File: src/rtl/spike_enc_pkg.sv
// Shared configuration, types and the timing-fit check for the spike encoder.
package spike_enc_pkg;

    localparam int unsigned P                  = 64;
    localparam int unsigned VRES               = 3;
    localparam int unsigned PULSE_WIDTH        = 8;
    localparam int unsigned GAMMA_CYCLE_LENGTH = 18;

    localparam int unsigned CNT_W = $clog2(GAMMA_CYCLE_LENGTH);

    typedef logic [P-1:0][VRES-1:0] value_vec_t;

    // Latest pulse (spiketime max + width) must end before the wave wraps.
    function automatic bit timing_fits(input int unsigned vres,
                                       input int unsigned pulse_width,
                                       input int unsigned gamma_len);
        return ((32'd1 << vres) + pulse_width) <= gamma_len;
    endfunction

endpackage

File: src/rtl/gamma_sequencer.sv
// Gamma-wave position counter, grst pulse and wrap flag for the spike encoder.
// Optional SPIKE_ENC_ALT_GRST_EN adds the per-wave parity toggle on alt_grst.
module gamma_sequencer
    import spike_enc_pkg::*;
(
    input  logic             clk,
    input  logic             rstb,
    output logic [CNT_W-1:0] cycle_counter,
    output logic [CNT_W-1:0] cnt_next,
    output logic             grst,
    output logic             wrap,
    output logic             alt_grst
);

    localparam logic [CNT_W-1:0] LastCnt = CNT_W'(GAMMA_CYCLE_LENGTH - 1);

    logic [CNT_W-1:0] cnt_q;
    logic [CNT_W-1:0] cnt_d;

    always_comb begin
        cnt_d = cnt_q + 1'b1;
        if (rstb || (cnt_q == LastCnt)) begin
            cnt_d = '0;
        end
    end

    always_ff @(posedge clk) begin
        if (rstb) begin
            cnt_q <= '0;
        end else begin
            cnt_q <= cnt_d;
        end
    end

    assign cycle_counter = cnt_q;
    assign cnt_next      = cnt_d;
    assign wrap          = (cnt_q == LastCnt);
    // Held low while in reset so the first grst lands on the release cycle.
    assign grst          = (cnt_q == '0) && !rstb;

`ifdef SPIKE_ENC_ALT_GRST_EN
    logic alt_q;

    always_ff @(posedge clk) begin
        if (rstb) begin
            alt_q <= 1'b0;
        end else if (wrap) begin
            alt_q <= ~alt_q;
        end
    end

    // Inverted so the first wave after reset reads 1.
    assign alt_grst = ~alt_q & ~rstb;
`else
    assign alt_grst = 1'b0;
`endif

endmodule

File: src/rtl/spike_encoder.sv
// Temporal-encoding transmitter: buffers input vectors and emits one pulse per channel per wave.
// Optional SPIKE_ENC_ALT_GRST_EN enables the wave-parity output alt_grst.
module spike_encoder
    import spike_enc_pkg::*;
(
    input  logic             clk,
    input  logic             rstb,
    input  logic             in_valid,
    output logic             in_ready,
    input  value_vec_t       in_values,
    input  logic [P-1:0]     in_nospike,
    output logic [P-1:0]     input_spikes,
    output logic             grst,
    output logic [CNT_W-1:0] cycle_counter,
    output logic             wave_active,
    output logic             alt_grst
);

    if (!timing_fits(VRES, PULSE_WIDTH, GAMMA_CYCLE_LENGTH)) begin : g_timing_check
        $error("spike_encoder: (1<<VRES)+PULSE_WIDTH exceeds GAMMA_CYCLE_LENGTH");
    end

    logic [CNT_W-1:0] cnt_next;
    logic             wrap;
    logic             xfer;

    logic             hold_valid_q, hold_valid_d;
    value_vec_t       hold_vals_q, hold_vals_d;
    logic [P-1:0]     hold_nosp_q, hold_nosp_d;
    value_vec_t       act_vals_q, act_vals_d;
    logic [P-1:0]     act_nosp_q, act_nosp_d;
    logic             wave_active_q, wave_active_d;
    logic [P-1:0]     spikes_q, spikes_d;

    gamma_sequencer u_gamma_sequencer (
        .clk           (clk),
        .rstb          (rstb),
        .cycle_counter (cycle_counter),
        .cnt_next      (cnt_next),
        .grst          (grst),
        .wrap          (wrap),
        .alt_grst      (alt_grst)
    );

    assign in_ready = !hold_valid_q && !rstb;
    assign xfer     = in_valid && in_ready;

    always_comb begin
        hold_valid_d  = hold_valid_q;
        hold_vals_d   = hold_vals_q;
        hold_nosp_d   = hold_nosp_q;
        act_vals_d    = act_vals_q;
        act_nosp_d    = act_nosp_q;
        wave_active_d = wave_active_q;
        if (wrap) begin
            if (hold_valid_q) begin
                act_vals_d    = hold_vals_q;
                act_nosp_d    = hold_nosp_q;
                wave_active_d = 1'b1;
                hold_valid_d  = 1'b0;
            end else if (xfer) begin
                // Bypass: holding is empty, so the vector goes straight to the next wave.
                act_vals_d    = in_values;
                act_nosp_d    = in_nospike;
                wave_active_d = 1'b1;
            end else begin
                wave_active_d = 1'b0;
            end
        end else if (xfer) begin
            hold_vals_d  = in_values;
            hold_nosp_d  = in_nospike;
            hold_valid_d = 1'b1;
        end
    end

    // Compared against the next count so the registered edge lines up with cycle_counter.
    always_comb begin : spike_cmp
        int unsigned lo;
        int unsigned nxt;
        spikes_d = '0;
        nxt      = 32'(cnt_next);
        for (int i = 0; i < P; i++) begin
            lo          = 32'(act_vals_q[i]) + 32'd1;
            spikes_d[i] = wave_active_q && !act_nosp_q[i] &&
                          (nxt >= lo) && (nxt < lo + PULSE_WIDTH);
        end
    end

    always_ff @(posedge clk) begin
        if (rstb) begin
            hold_valid_q  <= 1'b0;
            hold_vals_q   <= '0;
            hold_nosp_q   <= '0;
            act_vals_q    <= '0;
            act_nosp_q    <= '0;
            wave_active_q <= 1'b0;
            spikes_q      <= '0;
        end else begin
            hold_valid_q  <= hold_valid_d;
            hold_vals_q   <= hold_vals_d;
            hold_nosp_q   <= hold_nosp_d;
            act_vals_q    <= act_vals_d;
            act_nosp_q    <= act_nosp_d;
            wave_active_q <= wave_active_d;
            spikes_q      <= spikes_d;
        end
    end

    assign wave_active  = wave_active_q;
    assign input_spikes = spikes_q;

endmodule

File: config.mk
export PLATFORM = sky130hd
export DESIGN_NAME = spike_encoder
export DESIGN_NICKNAME = d
export VERILOG_FILES = /design/src/rtl/spike_enc_pkg.sv /design/src/rtl/gamma_sequencer.sv /design/src/rtl/spike_encoder.sv
export SDC_FILE = /design/constraint.sdc
export NUM_CORES = 1
export LEC_CHECK = 0
export ABC_AREA = 0
export CAP_MARGIN = 5
export CORE_ASPECT_RATIO = 1.1
export CORE_UTILIZATION = 45
export DETAILED_ROUTE_END_ITERATION = 16
export DONT_BUFFER_PORTS = 1
export PLACE_DENSITY = 0.7
export SYNTH_ARGS = -nofsm -noshare
export SYNTH_HDL_FRONTEND = slang
export SYNTH_SLANG_ARGS = --single-unit
File: constraint.sdc
create_clock -name clk -period 7.4 [get_ports clk]
set_input_delay 1.11 -clock clk [delete_from_list [all_inputs] [get_ports clk]]
set_output_delay 1.11 -clock clk [all_outputs]
set_load 0.01 [all_outputs]
Word level (Yosys, flattened, before mapping)
Index checks and enable logic that the tools add are counted.

Input bits: 259. Output and inout bits: 73. Bits in latches: 0. RAM bits: 0. Bits in registers: 583. ROM bits: 0. Memories kept: 0.

Shifts and indexed selects: 0. $lt $le $gt $ge: 128. Reduce and logical (&&, ||, !) cells: 267. Divide/modulo/power cells: 0. Multiplexer cells: 7. Bitwise operators: 1. Equality and inequality tests: 1. Add/sub/neg operators: 129. $mul: 0.

Operator list (count): $mux W192 (2); $add A4 B4 Y5 const B (64); $ge A5 B4 Y1 (64); $lt A5 B5 Y1 (64); $add A3 B1 Y4 const B (64); $logic_and A1 B1 Y1 (195); $mux W64 (2); $logic_not A1 Y1 (66); $add A5 B1 Y5 const B (1); $eq A5 B5 Y1 const B (1); $logic_not A5 Y1 (1); $mux W5 (1); $reduce_and A2 Y1 (2); $mux W1 (2); $reduce_bool A2 Y1 (1); $reduce_or A2 Y1 (1); $logic_or A1 B1 Y1 (1); $not A1 Y1 (1).

Longest topological paths before layout
Depth in word-level cells: 6. Mapped depth: 11. Mapped depth without buffers: 11.

Hierarchy
From an unflattened synthesis, not the netlist that was laid out.

Cell total of the unflattened synthesis: 3876. Area, all modules: 33230.6 um2.

Modules (own cells, without submodules): spike_encoder (cells each 3839, area an instance 32934.1 um2, times used 1); gamma_sequencer (cells each 37, area an instance 296.5 um2, times used 1).

Worst setup path before layout
Ideal clock, no wire load.

Path kind: in2reg. Start point: input rstb. End point: register spikes_q[33], in the netlist input_spikes[33]. Slack: -498 ps. Setup time: 126 ps. Stages on the path: 8. Buffers on the path: 3. Required time: 7274 ps. Data arrival time: 7773 ps. Cells stage by stage: clkbuf_1 -> clkbuf_1 -> clkbuf_1 -> nor2_1 -> ha_1 -> o21ai_0 -> a21oi_1 -> o311a_1.

Word-level cells in the longest chain between the ends: 5.

RTL lines: start, declared (line spike_encoder.sv:7) `input logic rstb,`; $logic_or A1 B1 Y1 * (line gamma_sequencer.sv:22) `if (rstb || (cnt_q == LastCnt)) begin`; $mux W5 * (line gamma_sequencer.sv:22); via cnt_next[3] (line spike_encoder.sv:23) `logic [CNT_W-1:0] cnt_next;`; $ge A5 B4 Y1 (line spike_encoder.sv:85) `(nxt >= lo) && (nxt < lo + PULSE_WIDTH);`; $logic_and A1 B1 Y1 (line spike_encoder.sv:84) `spikes_d[i] = wave_active_q && !act_nosp_q[i] &&`; $logic_and A1 B1 Y1 * (line spike_encoder.sv:85); end signal, assigned (line spike_encoder.sv:105) `spikes_q <= spikes_d;`; end, declared (line spike_encoder.sv:33) `logic [P-1:0] spikes_q, spikes_d;`.

Mark *: on every way through the listed nets, which the timed path passes. The rest lies on a longest branch. A chain may end at the register's enable or synchronous reset.

Final worst setup path
Start point: input rstb. End point: output in_ready.

Word-level cells in the longest chain between the ends: 2.

RTL lines: $logic_not A1 Y1 (line spike_encoder.sv:45) `assign in_ready = !hold_valid_q && !rstb;`; $logic_and A1 B1 Y1 (line spike_encoder.sv:45); end, declared (line spike_encoder.sv:9) `output logic in_ready,`.

No other way between the ends.

==> flow_summary.json <==
{
  "ys_seq_area_share_pct": 35.4,
  "cts_resized": 0,
  "cts_setup_buffers": 0,
  "cts_root_buffer": "clkbuf_16",
  "drive_gt1_share_pct": 3.67,
  "min_from": "hold_vals_q[0]",
  "drt_first_iter_violations": 1324,
  "timing.rr.end": "input_spikes[6]",
  "min_to": "hold_vals_q[0]",
  "max_stage_delay_ns": 1.16,
  "wl_per_cell_um": 17.1,
  "violations": "max-slew violations",
  "instances_no_fill": 4710,
  "ys_warn_count": 0,
  "place_congestion": 0.830,
  "initial_core_util_pct": 45.7,
  "die_x_um": 260,
  "rsz0062_at_grt": "no",
  "gr-total-overflow": 0,
  "muxShareOfSynthArea_pct": 7.77,
  "route.detailed.drc": 0,
  "grt_use_total_pct": 21.3,
  "hpwl_mm": 51.0,
  "final_util_pct": 49.4,
  "async_reset_ff_share_pct": 0,
  "synth_largest_area_cell": "dfxtp_1",
  "synthSimpleGateAreaFrac_pct": 13.3,
  "finalHoldViolations": 0,
  "hold_class": "register to register",
  "clock_sinks": 583,
  "synth_top_family_by_area": "compound AO/OA/AOI/OAI gates",
  "ys_types": 32,
  "cp.arrival_ns": 3.59,
  "synthesis.area_um2": 33000,
  "crit_chain": "nor2_1",
  "fin_crit_sh_pct": 63.6,
  "cts_buffers": 66,
  "final_common_cell": "dfxtp_1",
  "outcome": "finished with violations",
  "maxCapViolCount": 0,
  "synth_xor_xnor_area_share_pct": 1.75,
  "grt_max_degree": 521,
  "layout_common_cells": "582 x dfxtp_1, 513 x nand2_1, 451 x ha_1",
  "whs_path_depth": 2,
  "io_buffers": 0,
  "synth-seq-cells": 583,
  "ir_worst_vdd_mv": 0.192,
  "worstMarginPinSlew_ns": 2.98,
  "cp_slowest_cell": "nor2_1",
  "routed_wl_mm": 80.4,
  "htreeDepth": 3,
  "timing.slew.headroom_pct": -98.4,
  "p_leak_nw": 14.2,
  "synth_area_leaders": "dfxtp_1 35%, ha_1 17%, mux2i_1 7.8%",
  "vias": 25700,
  "syn2layout_area_growth_pct": 8.09,
  "yosys.area_share.adder_pct": 17.1,
  "cts_tree": "built",
  "r2r_slack_ns": 3.67,
  "synth_ff_type": "dfxtp_1",
  "netlist.area_leader.share_pct": 35.4,
  "fin_nets": 4428,
  "synth-compound-area-share_pct": 18.8,
  "reg2regPathDepth": 11,
  "synth_edf_count": 0,
  "antenna_found_initial": 1,
  "crit_fanout": 520,
  "core_area_um2": 72200,
  "finalSetupViolations": 0,
  "power_density_nw_per_um2": 203,
  "path_clk_slew_ns": 0.06,
  "postRouteAntennaNets": 0,
  "path_buf_inv": 0,
  "fin_skew_ns": 0.0175,
  "dieArea_um2": 74300,
  "dr.pass1.iters": 5,
  "worstSetupPathType": "primary input to primary output",
  "syn-num-nets": 4554,
  "required_ns": 6.29,
  "die_h_um": 286,
  "worst_path_dominant_cell_family": "simple AND/OR/NAND/NOR gates",
  "clk_latency_ns": 0.61,
  "avgSynthCellArea_um2": 8.57,
  "dpl.cell_count": 4595,
  "critPathLaunchType": "primary input",
  "row_count": 103,
  "n_antenna_cell": 0,
  "max_freq_ghz": 0.213,
  "syn_inst": 3844,
  "r2r-start": "u_gamma_sequencer.cycle_counter[1]",
  "ctsHoldBuffers": 0,
  "final_max_slew_viol_count": 332,
  "cts.path.max_buffers": 3,
  "setup_tns_ns": 0,
  "min_period_ns": 4.70,
  "endpoint_kind": "primary output",
  "grt_pass1_wl_mm": 128,
  "drt-vias-per-instance": 5.46,
  "grt_pass1_vias": 24200,
  "io_pins": 332
}
tightest hold or removal path: cells and delay by family, from the launching register on:
kind	cells	cell delay, ns
compound gates	1	0.05
flops	1	0.31
simple gates	1	0.05
registers in the layout, summed over array words and instances, names as in the netlist:
| register | cells |
|---|---|
| u_gamma_sequencer.cycle_counter | 5 |
| hold_vals_q | 192 |
| hold_nosp_q | 64 |
| wave_active | 1 |
| input_spikes | 64 |
| hold_valid_q | 1 |
| act_nosp_q | 64 |
| act_vals_q | 192 |
Yosys cell counts, types with 2 or more instances:
master and count:
a2111oi_0 64, a211oi_1 256, a21oi_1 323, and3_1 2, buf_1 5, buf_2 94, buf_4 4, clkbuf_1 111
dfxtp_1 583, ha_1 451, inv_1 260, mux2i_1 256, nand2_1 514, nand2b_1 2, nand3_1 65, nor2_1 329
nor2b_1 128, nor3_1 2, o21a_1 64, o21ai_0 192, o311a_1 64, xnor2_1 65
stage by stage:
| step | total power, mW | worst slack, ns | area [um^2] | hold slack (ns) |
|---|---|---|---|---|
| after floorplan | 3.88 | 1.59 | 33000 | 0.436 |
| after global placement | 3.98 | 3.42 | 33500 | 0.436 |
| after detailed placement | 3.99 | 3.38 | 33500 | 0.442 |
| after CTS | 7.31 | 3.61 | 35600 | 0.451 |
| after global routing | 7.53 | 3.33 | 35600 | 0.467 |
| final | 7.22 | 2.70 | 35600 | 0.451 |
power breakdown:
part           switching (mW)  total [mW]  leakage [nW]  internal (mW)
Sequential             0.0375        3.24          4.72           3.20
Clock                    1.38        3.29          1.07           1.92
Combinational           0.387       0.689          8.45          0.301
Total                    1.80        7.22          14.2           5.42
final cells by class:
| cell class | count | area, um^2 |
|---|---|---|
| Fill cell | 6773 | 36500 |
| Multi-Input combinational cell | 2786 | 19400 |
| Sequential cell | 583 | 11700 |
| Clock buffer | 88 | 1900 |
| Tap cell | 945 | 1180 |
| Inverter | 261 | 981 |
| Clock inverter | 27 | 269 |
| Timing Repair Buffer | 20 | 213 |
cells by family (layout without fill, tap and decap cells):
kind of cell    Yosys count  count (layout)
compound gates          965             965
xor+xnor                 66              66
fa+ha+maj               451             451
buf+inv                 475             396
flops                   583             583
mux                     256             256
other cells               1               1
simple gates           1047            1047
layer usage:
| metal | part of all wire (%) | vias up | routed length, um | global-route usage (%) |
|---|---|---|---|---|
| li1 | - | 13200 | - | - |
| met1 | 45 | 11900 | 36100 | 27.0 |
| met2 | 46 | 484 | 36700 | 34.6 |
| met3 | 6.7 | 132 | 5420 | 5.69 |
| met4 | 2.8 | 0 | 2270 | 7.27 |
| met5 | 0 | - | 0 | 0 |
how the worst max path moves through the flow:
stage | from | endpoint | slack, ns | cells after the start
finish | rstb | in_ready | 2.70 | 1
global route | u_gamma_sequencer.cycle_counter[1] | input_spikes[30] | 3.33 | 10
CTS | u_gamma_sequencer.cycle_counter[1] | input_spikes[6] | 3.61 | 11
detailed placement | rstb | input_spikes[6] | 3.38 | 9
global placement | rstb | input_spikes[3] | 3.42 | 9
floorplan | rstb | input_spikes[33] | 1.59 | 8
Note: power is estimated with default switching activity, not from simulation.
